**src/rtl/agc_io_pkg.sv**
```systemverilog
// Shared AGC I/O definitions: channel numbers, keyboard FSM states and
// 16-bit odd-parity helpers (data in [15:1], parity in [0]).
// Also used by the memory and ALU parity paths.
package agc_io_pkg;

  localparam logic [8:0] CH_DSKY_RELAY = 9'o010;
  localparam logic [8:0] CH_LAMPS      = 9'o011;
  localparam logic [8:0] CH_KEYS       = 9'o015;

  typedef enum logic [1:0] {
    KEY_IDLE,
    KEY_DEBOUNCE,
    KEY_PRESSED,
    KEY_RELEASE
  } key_state_t;

  // Parity bit that makes {data, bit} carry an odd number of ones.
  function automatic logic odd_par_gen(input logic [14:0] data);
    return ~^data;
  endfunction

  // True when a full 16-bit channel word has odd total parity.
  function automatic logic odd_par_ok(input logic [15:0] word);
    return ^word;
  endfunction

endpackage

```
**src/rtl/key_fifo.sv**
```systemverilog
// Purpose: synchronous key-code FIFO, DEPTH a power of two.
// Latency: push visible at head/empty the cycle after the push edge.
// Backpressure: push while full is refused unless a pop happens on the
//   same edge, in which case both complete.
// Ports: clk, rst_n, push/push_dat, pop, full, empty, head.
module key_fifo #(
  parameter int DEPTH = 4,
  parameter int WIDTH = 5
) (
  input  logic             clk,
  input  logic             rst_n,
  input  logic             push,
  input  logic [WIDTH-1:0] push_dat,
  input  logic             pop,
  output logic             full,
  output logic             empty,
  output logic [WIDTH-1:0] head
);

  localparam int AW = (DEPTH > 1) ? $clog2(DEPTH) : 1;
  localparam logic [AW:0] FULL_CNT = DEPTH[AW:0];

  logic [WIDTH-1:0] mem [DEPTH];
  logic [AW-1:0]    wr_ptr;
  logic [AW-1:0]    rd_ptr;
  logic [AW:0]      count;
  logic             do_push;
  logic             do_pop;

  assign full    = (count == FULL_CNT);
  assign empty   = (count == '0);
  assign head    = mem[rd_ptr];
  // A pop on the same edge frees the slot the push is about to fill.
  assign do_push = push && (!full || pop);
  assign do_pop  = pop && !empty;

  always_ff @(posedge clk or negedge rst_n) begin
    if (!rst_n) begin
      wr_ptr <= '0;
      rd_ptr <= '0;
      count  <= '0;
    end else begin
      if (do_push) wr_ptr <= wr_ptr + 1'b1;
      if (do_pop)  rd_ptr <= rd_ptr + 1'b1;
      case ({do_push, do_pop})
        2'b10:   count <= count + 1'b1;
        2'b01:   count <= count - 1'b1;
        default: count <= count;
      endcase
    end
  end

  // Storage needs no reset: head is only meaningful while non-empty.
  always_ff @(posedge clk) begin
    if (do_push) mem[wr_ptr] <= push_dat;
  end

endmodule

```
**src/rtl/dsky_channel.sv**
```systemverilog
// Purpose: DSKY I/O-channel responder: relay (010) and lamp (011) writes,
//   keyboard (015) reads, key debounce + queue with KEYRUPT handshake.
// Latency: writes take effect at the sampling edge, disp_update the next
//   cycle; reads registered one cycle; key push DEBOUNCE_CYCLES-1 edges
//   after the first high sample.
// Backpressure: none on the channel; keys pushed into a full queue are
//   dropped and flagged in sticky key_overflow.
// Ports: clk/rst_n; ch_addr/ch_wr/ch_rd/ch_wdata/ch_rdata channel bus;
//   key_valid/key_code raw keyboard; keyrupt_req/keyrupt_ack handshake;
//   disp_update/disp_row/disp_bits relay; lamps; parity_err; key_overflow.
module dsky_channel
  import agc_io_pkg::*;
#(
  parameter int DEBOUNCE_CYCLES = 4,  // must be >= 2
  parameter int FIFO_DEPTH      = 4
) (
  input  logic        clk,
  input  logic        rst_n,
  input  logic [8:0]  ch_addr,
  input  logic        ch_wr,
  input  logic        ch_rd,
  input  logic [15:0] ch_wdata,
  output logic [15:0] ch_rdata,
  input  logic        key_valid,
  input  logic [4:0]  key_code,
  output logic        keyrupt_req,
  input  logic        keyrupt_ack,
  output logic        disp_update,
  output logic [3:0]  disp_row,
  output logic [10:0] disp_bits,
  output logic [14:0] lamps,
  output logic        parity_err,
  output logic        key_overflow
);

  localparam int CW = $clog2(DEBOUNCE_CYCLES + 1);
  localparam logic [CW-1:0] CNT_LAST = CW'(DEBOUNCE_CYCLES - 1);

  // ---------------- write path ----------------
  logic        wr_par_ok;
  logic        wr_ok;
  logic [3:0]  wr_row;
  logic        relay_ok;
  logic [10:0] row_reg [16];

  assign wr_par_ok = odd_par_ok(ch_wdata);
  assign wr_ok     = ch_wr && wr_par_ok;
  assign wr_row    = ch_wdata[15:12];
  assign relay_ok  = wr_ok && (ch_addr == CH_DSKY_RELAY) &&
                     (wr_row >= 4'd1) && (wr_row <= 4'd12);

  // Rows 0 and 13-15 are never written and stay 0, so after reset the
  // lookup yields 0; afterwards it yields the last accepted relay word.
  assign disp_bits = row_reg[disp_row];

  always_ff @(posedge clk or negedge rst_n) begin
    if (!rst_n) begin
      for (int i = 0; i < 16; i++) row_reg[i] <= '0;
      disp_row    <= '0;
      disp_update <= 1'b0;
      lamps       <= '0;
      parity_err  <= 1'b0;
    end else begin
      disp_update <= relay_ok;
      if (ch_wr && !wr_par_ok) parity_err <= 1'b1;
      if (relay_ok) begin
        row_reg[wr_row] <= ch_wdata[11:1];
        disp_row        <= wr_row;
      end
      if (wr_ok && (ch_addr == CH_LAMPS)) lamps <= ch_wdata[15:1];
    end
  end

  // ---------------- key queue ----------------
  logic       q_push;
  logic       q_full;
  logic       q_empty;
  logic [4:0] q_head;
  logic [4:0] latched;

  key_fifo #(.DEPTH(FIFO_DEPTH), .WIDTH(5)) u_key_fifo (
    .clk      (clk),
    .rst_n    (rst_n),
    .push     (q_push),
    .push_dat (latched),
    .pop      (keyrupt_ack),
    .full     (q_full),
    .empty    (q_empty),
    .head     (q_head)
  );

  assign keyrupt_req = !q_empty;

  // ---------------- read path ----------------
  logic [14:0] key_word;
  assign key_word = {10'b0, (q_empty ? 5'd0 : q_head)};

  // Sampled before this edge's writes, so a same-cycle write is not seen.
  always_ff @(posedge clk or negedge rst_n) begin
    if (!rst_n) begin
      ch_rdata <= 16'h0000;
    end else if (ch_rd) begin
      case (ch_addr)
        CH_KEYS:  ch_rdata <= {key_word, odd_par_gen(key_word)};
        CH_LAMPS: ch_rdata <= {lamps, odd_par_gen(lamps)};
        default:  ch_rdata <= 16'h0001;
      endcase
    end
  end

  // ---------------- keyboard debounce FSM ----------------
  key_state_t      state;
  logic [CW-1:0]   cnt;
  logic            stable;

  assign stable = key_valid && (key_code == latched);
  // The push lands on the edge that completes the stable run, which keeps
  // the press latency at DEBOUNCE_CYCLES-1 edges after the first sample.
  assign q_push = (state == KEY_DEBOUNCE) && stable && (cnt == CNT_LAST);

  always_ff @(posedge clk or negedge rst_n) begin
    if (!rst_n) begin
      state        <= KEY_IDLE;
      cnt          <= '0;
      latched      <= '0;
      key_overflow <= 1'b0;
    end else begin
      if (q_push && q_full && !keyrupt_ack) key_overflow <= 1'b1;
      case (state)
        KEY_IDLE: begin
          if (key_valid && (key_code != 5'd0)) begin
            latched <= key_code;
            cnt     <= CW'(1);
            state   <= KEY_DEBOUNCE;
          end
        end
        KEY_DEBOUNCE: begin
          if (!stable)                state <= KEY_IDLE;
          else if (cnt == CNT_LAST)   state <= KEY_PRESSED;
          else                        cnt   <= cnt + 1'b1;
        end
        KEY_PRESSED: begin
          // Held key never re-pushes; only a full release re-arms IDLE.
          if (!key_valid) begin
            cnt   <= CW'(1);
            state <= KEY_RELEASE;
          end
        end
        KEY_RELEASE: begin
          if (key_valid)              state <= KEY_PRESSED;
          else if (cnt == CNT_LAST)   state <= KEY_IDLE;
          else                        cnt   <= cnt + 1'b1;
        end
        default: state <= KEY_IDLE;
      endcase
    end
  end

endmodule

```
**config.mk**
```make
export PLATFORM = sky130hd
export DESIGN_NAME = dsky_channel
export DESIGN_NICKNAME = d
export VERILOG_FILES = /design/src/rtl/agc_io_pkg.sv /design/src/rtl/key_fifo.sv /design/src/rtl/dsky_channel.sv
export SDC_FILE = /design/constraint.sdc
export NUM_CORES = 1
export LEC_CHECK = 0
export ABC_AREA = 1
export CORE_ASPECT_RATIO = 0.9
export CORE_MARGIN = 4
export CORE_UTILIZATION = 35
export DETAILED_ROUTE_END_ITERATION = 10
export MAX_ROUTING_LAYER = met4
export SETUP_SLACK_MARGIN = 0.02
export SYNTH_ARGS = -nofsm -noshare
export SYNTH_HDL_FRONTEND = slang
export SYNTH_SLANG_ARGS = --single-unit
```
**constraint.sdc**
```tcl
create_clock -name clk -period 2.6 [get_ports clk]
set_clock_uncertainty 0.05 [all_clocks]
set_input_delay 0.52 -clock clk [delete_from_list [all_inputs] [get_ports clk]]
set_output_delay 0.52 -clock clk [all_outputs]
set_load 0.01 [all_outputs]
```
# Yosys cells after proc, flatten, opt, wreduce, memory -nomap -nowiden
# Memories as Yosys holds them, arrays and structs flattened.
# Index checks and enable logic that the tools add are counted.
# word_totals
regBits	231
ramBits	20
in_bits	36
out_inout_bits	50
elab_cells	112
memories	1
# op_classes
add_sub_neg	5
n_lt_le_gt_ge	5
eq_ne	17
muxes	24
bitwise_logic	2
reduce_logical	30
# mem_list
name	depth	width	rd	rd_ports_with_merged_regs	wr	line_no	rtl
u_key_fifo.mem	4	5	1	0	1	key_fifo.sv:23	logic [WIDTH-1:0] mem [DEPTH];
# ops
cell	count
176-bit bitwise mux	1
11-bit binary-select mux with 4-bit select	1
11-bit demux with 4-bit select	1
11-bit two-way mux	3
16-bit one-hot mux with 2 select lines	1
15-bit XNOR reduction	2
9-bit by 4-bit equality test with 1-bit output (second input constant)	3
16-bit XOR reduction	1
1-bit logical AND	15
3-bit two-way mux	5
2-bit two-way mux	6
3-bit one-hot mux with 4 select lines	1
5-bit greater-or-equal comparator (second input constant)	2
4-bit NOT with 5-bit output	2
2-bit != test (second input constant)	4
2-bit one-hot mux with 4 select lines	1
4-bit AND reduction	2
3-bit by 1-bit adder with 3-bit output (second input constant)	2
2-bit equality test (second input constant)	3
3-bit one-hot mux with 2 select lines	1
5-bit equality test	1
5-bit by 1-bit < comparator with 1-bit output (second input constant)	1
5-bit two-way mux	1
5-bit nonzero test	1
other kinds (16)	22

# Depth between registers and ports, before layout
# depth
ltp_word	7
mapped_depth	17
mapped_depth_nobuf	14

# Cells and area by module
# Synthesis repeated with hierarchy kept, for this count alone.
# unflattened
cells_unflattened	1620
area_unflattened_um2	13254.0
# modules_own_cells
module	instances	cells_each	area_each_um2	seq_area_each_um2
dsky_channel	1	1503	12010.3	5605.4
key_fifo	1	117	1243.7	775.7

# Least setup slack after synthesis
# Ideal clock, no wire load.
# synth_path
path_type	input port to flip-flop
start	in key_code[4]
end	reg u_key_fifo.count[1]
setup_time_ps	83
arrival_time_ps	2136
required_time_ps	2467
slack_ps	331
path_stages	9
path_buffers	0
cell_sequence	xor2_1 -> nor3_1 -> nand3_1 -> nor3_1 -> nand2_1 -> ha_1 -> inv_1 -> fa_1 -> o21ai_0
# synth_via
elab_chain_cells	7
word_cells_on_any_way	9
cone_classes	eq/ne (3); mux (1); reduce/logical (5)
# synth_lines
item	line_no	rtl
start: declaration	dsky_channel.sv:25	input logic [4:0] key_code,
5-bit equality test *	dsky_channel.sv:116	assign stable = key_valid && (key_code == latched);
1-bit logical AND *	dsky_channel.sv:116	
1-bit logical AND * (2 in a row)	dsky_channel.sv:119	assign q_push = (state == KEY_DEBOUNCE) && stable && (cnt == CNT_LAST);
1-bit logical AND *	key_fifo.sv:34	assign do_push = push && (!full || pop);
2-bit by 1-bit equality test with 1-bit output / 2-bit equality test (equally long branches)	key_fifo.sv:45	case ({do_push, do_pop})
3-bit one-hot mux with 2 select lines / 2-bit nonzero test (equally long branches)	--	
end signal: assignment	key_fifo.sv:46	2'b10: count <= count + 1'b1;
end signal: assignment	key_fifo.sv:47	2'b01: count <= count - 1'b1;
end signal: assignment	key_fifo.sv:48	default: count <= count;
end: declaration	key_fifo.sv:26	logic [AW:0] count;
# Every way passes the cells marked *; elsewhere a longest branch is shown, timed or not.
# A chain may end at the register's enable or synchronous reset.

# Worst setup path in the final report
# layout_path
start	reg disp_row[0]
end	out disp_bits[0]
# layout_via
elab_chain_cells	4
# layout_lines
item	line_no	rtl
start: declaration	dsky_channel.sv:29	output logic [3:0] disp_row,
start signal: assignment	dsky_channel.sv:68	disp_row <= wr_row;
4-bit NOT with 5-bit output (not written as such)	dsky_channel.sv:54	assign disp_bits = row_reg[disp_row];
11-bit binary-select mux with 4-bit select	dsky_channel.sv:54	
11-bit two-way mux (not written as such) (2 in a row)	dsky_channel.sv:54	
end: declaration	dsky_channel.sv:30	output logic [10:0] disp_bits,
# Every way passes these cells. The select of a mux whose other input is x is not followed.

==> metrics.md <==
| Metric | Value |
|---|---|
| Status | finished with violations |
| Failing checks | negative setup slack |
| Critical path arrival | 2.23 ns |
| Max reg flops | 176 |
| Achievable frequency | 356.7 MHz |
| Buffers on Ports | 85 |
| Syn-to-layout area delta | 24.44% |
| CTS tree | yes |
| Final worst slack | -0.2032 ns |
| Asr flop ratio synth | 92.03% |
| Reg clk slew, reported paths | 0.07 ns |
| Share of cells above drive strength 1 | 14.68% |
| CTS max path bufs | 3 |
| CTS buffer count | 28 |
| Initial Utilization | 35.86% |
| Number of setup violations in the final report | 11 |
| GR Overflow Total | 0 |
| Die H | 191.5 um |
| Critical path type | reg -> out |
| Post-synth EDFFs | 20 |
| Critical path buffer and inverter count | 3 |
| Synth Register Bits | 251 |
| Row cnt | 66 |
| Worst hold path type | reg -> reg |
| Die W | 211.8 um |
| RSZ-0062 raised after global routing | yes |
| Later-pin clock latency in the skew report | 0.56 ns |
| CTS HTree Levels | 1 |
| Mux cell area share after synthesis | 2.906% |
| Ys flop type | dfrtp_1 |
| Initial antenna violation count | 1 |
| Yosys cell types | 36 |
| Power per cell area | 593.9 nW/um^2 |
| Core area | 36500 um^2 |
| Largest net degree at the start of global routing | 69 |
| Post-Syn Area per Cell | 8.242 um^2 |
| Critical Path Start Type | register |
| Compound-gate portion of the synthesized area | 7.389% |
| Drt pass-1 iters | 5 |
| Global-route wire length before repair | 64450 um |
| Vias in the first global route | 11.36k |
| Remaining DRCs | 0 |
| Drt initial violations | 977 |
| Gate Count Post-Synth | 1588 |
| Clock net sink count | 251 |
| Nets | 1755 |
| Period minus WS final | 2.803 ns |
| Max-cap violations | 0 |
| Placed cell count | 2138 |
| Pleak | 8.131 nW |
| Syn. warnings | 0 |
| Hold violation count in the final report | 0 |
| CP peak stage delay | 0.54 ns |
| Xor/xnor cell area share of the yosys netlist | 1.405% |
| Slew Viols, Final | 0 |
| Largest family of logic cells by synthesized area | simple AND/OR/NAND/NOR gates |
| Non-Filler Instances | 2200 |
| Worst path top cell family by delay | buffers and inverters |
| Critical-path cell list | buf_12, bufbuf_16, nor2_1, o32ai_2, o211ai_1, nand2_2, buf_6 |
| Vias | 11.74k |
| Crit path max fanout | 6 |
| # IOs | 86 |
| Slew @ Worst Pin | 0.7179 ns |
| Vias per inst | 5.338 |
| DP HPWL | 25840 um |
| GPL Wtd Cong | 0.8596 |
| All-Layer GR Usage | 20.11% |
| Drt total wl | 39920 um |
| Slowest cell on the critical path | dfrtp_4 |
| Maximum vdd ir drop | 470.2 uV |
| Post-synth net total | 1641 |
| DR WL/cell | 18.14 um |
| Post-route ant nets | 0 |
| Simple-Gate Fraction of Synth Area | 30.05% |
| Adder-Cell Fraction of Synth Area | 1.682% |
| Die area | 40560 um^2 |
| Worst hold slack | 0.4148 ns |
| Data required, critical path | 2.03 ns |
| Mapped Area | 13090 um^2 |
| Sequential area share after synthesis | 48.75% |
| Tcrit/Tclk final | 107.8% |
| Slew headroom | 52.14% |
| Clock root cell | clkbuf_16 |
| CP endpoint kind | output port |
==> path summary, 6_finish.rpt <==
check / from / to / slack [ns] / depth (start not counted)
max reg2reg: latched[4]$_DFFE_PN0P_ / u_key_fifo.count[1]$_DFFE_PN0P_ / 0.34 / 9
max in group asynchronous: rst_n / row_reg[87]$_DFFE_PN0P_ / 1.31 / 3
max: disp_row[0]$_DFFE_PN0P_ / disp_bits[0] / -0.20 / 7
min in group asynchronous: rst_n / latched[2]$_DFFE_PN0P_ / 0.46 / 2
min reg2reg: row_reg[108]$_DFFE_PN0P_ / row_reg[108]$_DFFE_PN0P_ / 0.41 / 2
min: row_reg[108]$_DFFE_PN0P_ / row_reg[108]$_DFFE_PN0P_ / 0.41 / 2
==> cell type report <==
cell class | count | area, um^2
tap | 476 | 595.6
clock buffer | 33 | 739.5
timing repair buffer | 223 | 2257
inverter | 71 | 267.8
fill | 3615 | 20210
antenna | 1 | 2.502
multi-input combinational | 1127 | 5912
sequential | 251 | 6386
clock inverter | 18 | 127.6
==> metal layers <==
metal | up-vias | track usage (%) | share of wire (%)
met2 | 316 | 30.28 | 46
li1 | 5621 | - | -
met3 | 63 | 2.822 | 5.1
met5 | - | - | 0
met1 | 5743 | 28.51 | 46
met4 | 0 | 5.722 | 2.5
==> layout by cell type, fill, tap and decap left out, types with 12 or more instances in the layout <==
master,netlist,final
mux2i_1,38,30
buf_4,10,106
clkbuf_16,0,30
o221ai_1,38,29
nand4_1,180,180
dfrtp_1,231,229
o21ai_0,86,73
clkdlybuf4s50_1,0,73
nand2_1,550,541
nor2_1,86,84
xor2_1,12,12
buf_12,1,22
inv_2,13,13
inv_1,54,54
edfxtp_1,20,20
buf_6,20,12
nand3_1,71,70
==> what timing repair did <==
action | in CTS | in global routing
hold endpoints to repair | 61 | 0
setup buffers | 4 | 1
endpoints found under the setup margin | 11 | 77
pin swaps | 24 | 17
resized for setup | 77 | 38
hold buffers | 1 | 0
cloned | 2 | 2
==> cells in the mapped netlist (all sizes together), types with 2 or more instances <==
| library cell | count | area share (%) |
|---|---|---|
| o221ai | 38 | 2.5 |
| a21oi | 7 | 0.27 |
| ha | 16 | 1.5 |
| edfxtp | 20 | 4.6 |
| mux2i | 38 | 2.9 |
| buf | 61 | 3.5 |
| xor2 | 12 | 0.80 |
| o21ai | 86 | 3.3 |
| nand4 | 180 | 8.6 |
| clkinv | 4 | 0.11 |
| clkbuf | 78 | 2.2 |
| nor3 | 6 | 0.23 |
| o22ai | 2 | 0.096 |
| nor2 | 87 | 2.5 |
| o32ai | 5 | 0.33 |
| xnor2 | 9 | 0.60 |
| o211ai | 9 | 0.52 |
| nand2 | 552 | 16 |
| dfrtp | 231 | 44 |
| nand3 | 72 | 2.8 |
| inv | 67 | 1.9 |
| o21bai | 2 | 0.11 |
==> tightest hold or removal path, stage by stage (launching register included) <==
cell and delay [ns]:
dfrtp_1 0.34, nand2_1 0.05, nand2_1 0.05
==> metrics by stage <==
step	setup WS, ns	power [mW]	setup TNS (ns)	utilization (%)	instance area (um^2)
2_1_floorplan	0.3313	5.272	0	-	13090
3_3_place_gp	-0.3885	5.861	-63.09	41.15	15020
3_5_place_dp	-0.3944	5.896	-66.89	41.15	15020
4_1_cts	-0.2182	9.726	-1.695	44.00	16060
5_1_grt	-0.2496	10.17	-2.275	44.63	16290
6_report	-0.2032	9.674	-1.546	44.63	16290
==> cell families after synthesis <==
logic type	after synthesis
buf+inv	210
mux	38
flops	251
compound gates	153
xor+xnor	21
fa+ha+maj	17
simple gates	898
==> report_power, final <==
part | switching (mW) | total [mW] | internal (mW)
sequential | 0.150 | 4.27 | 4.12
clock | 1.67 | 3.79 | 2.13
combinational | 1.03 | 1.61 | 0.583
total | 2.84 | 9.67 | 6.83
No activity file was read; power rests on OpenSTA's default activity.
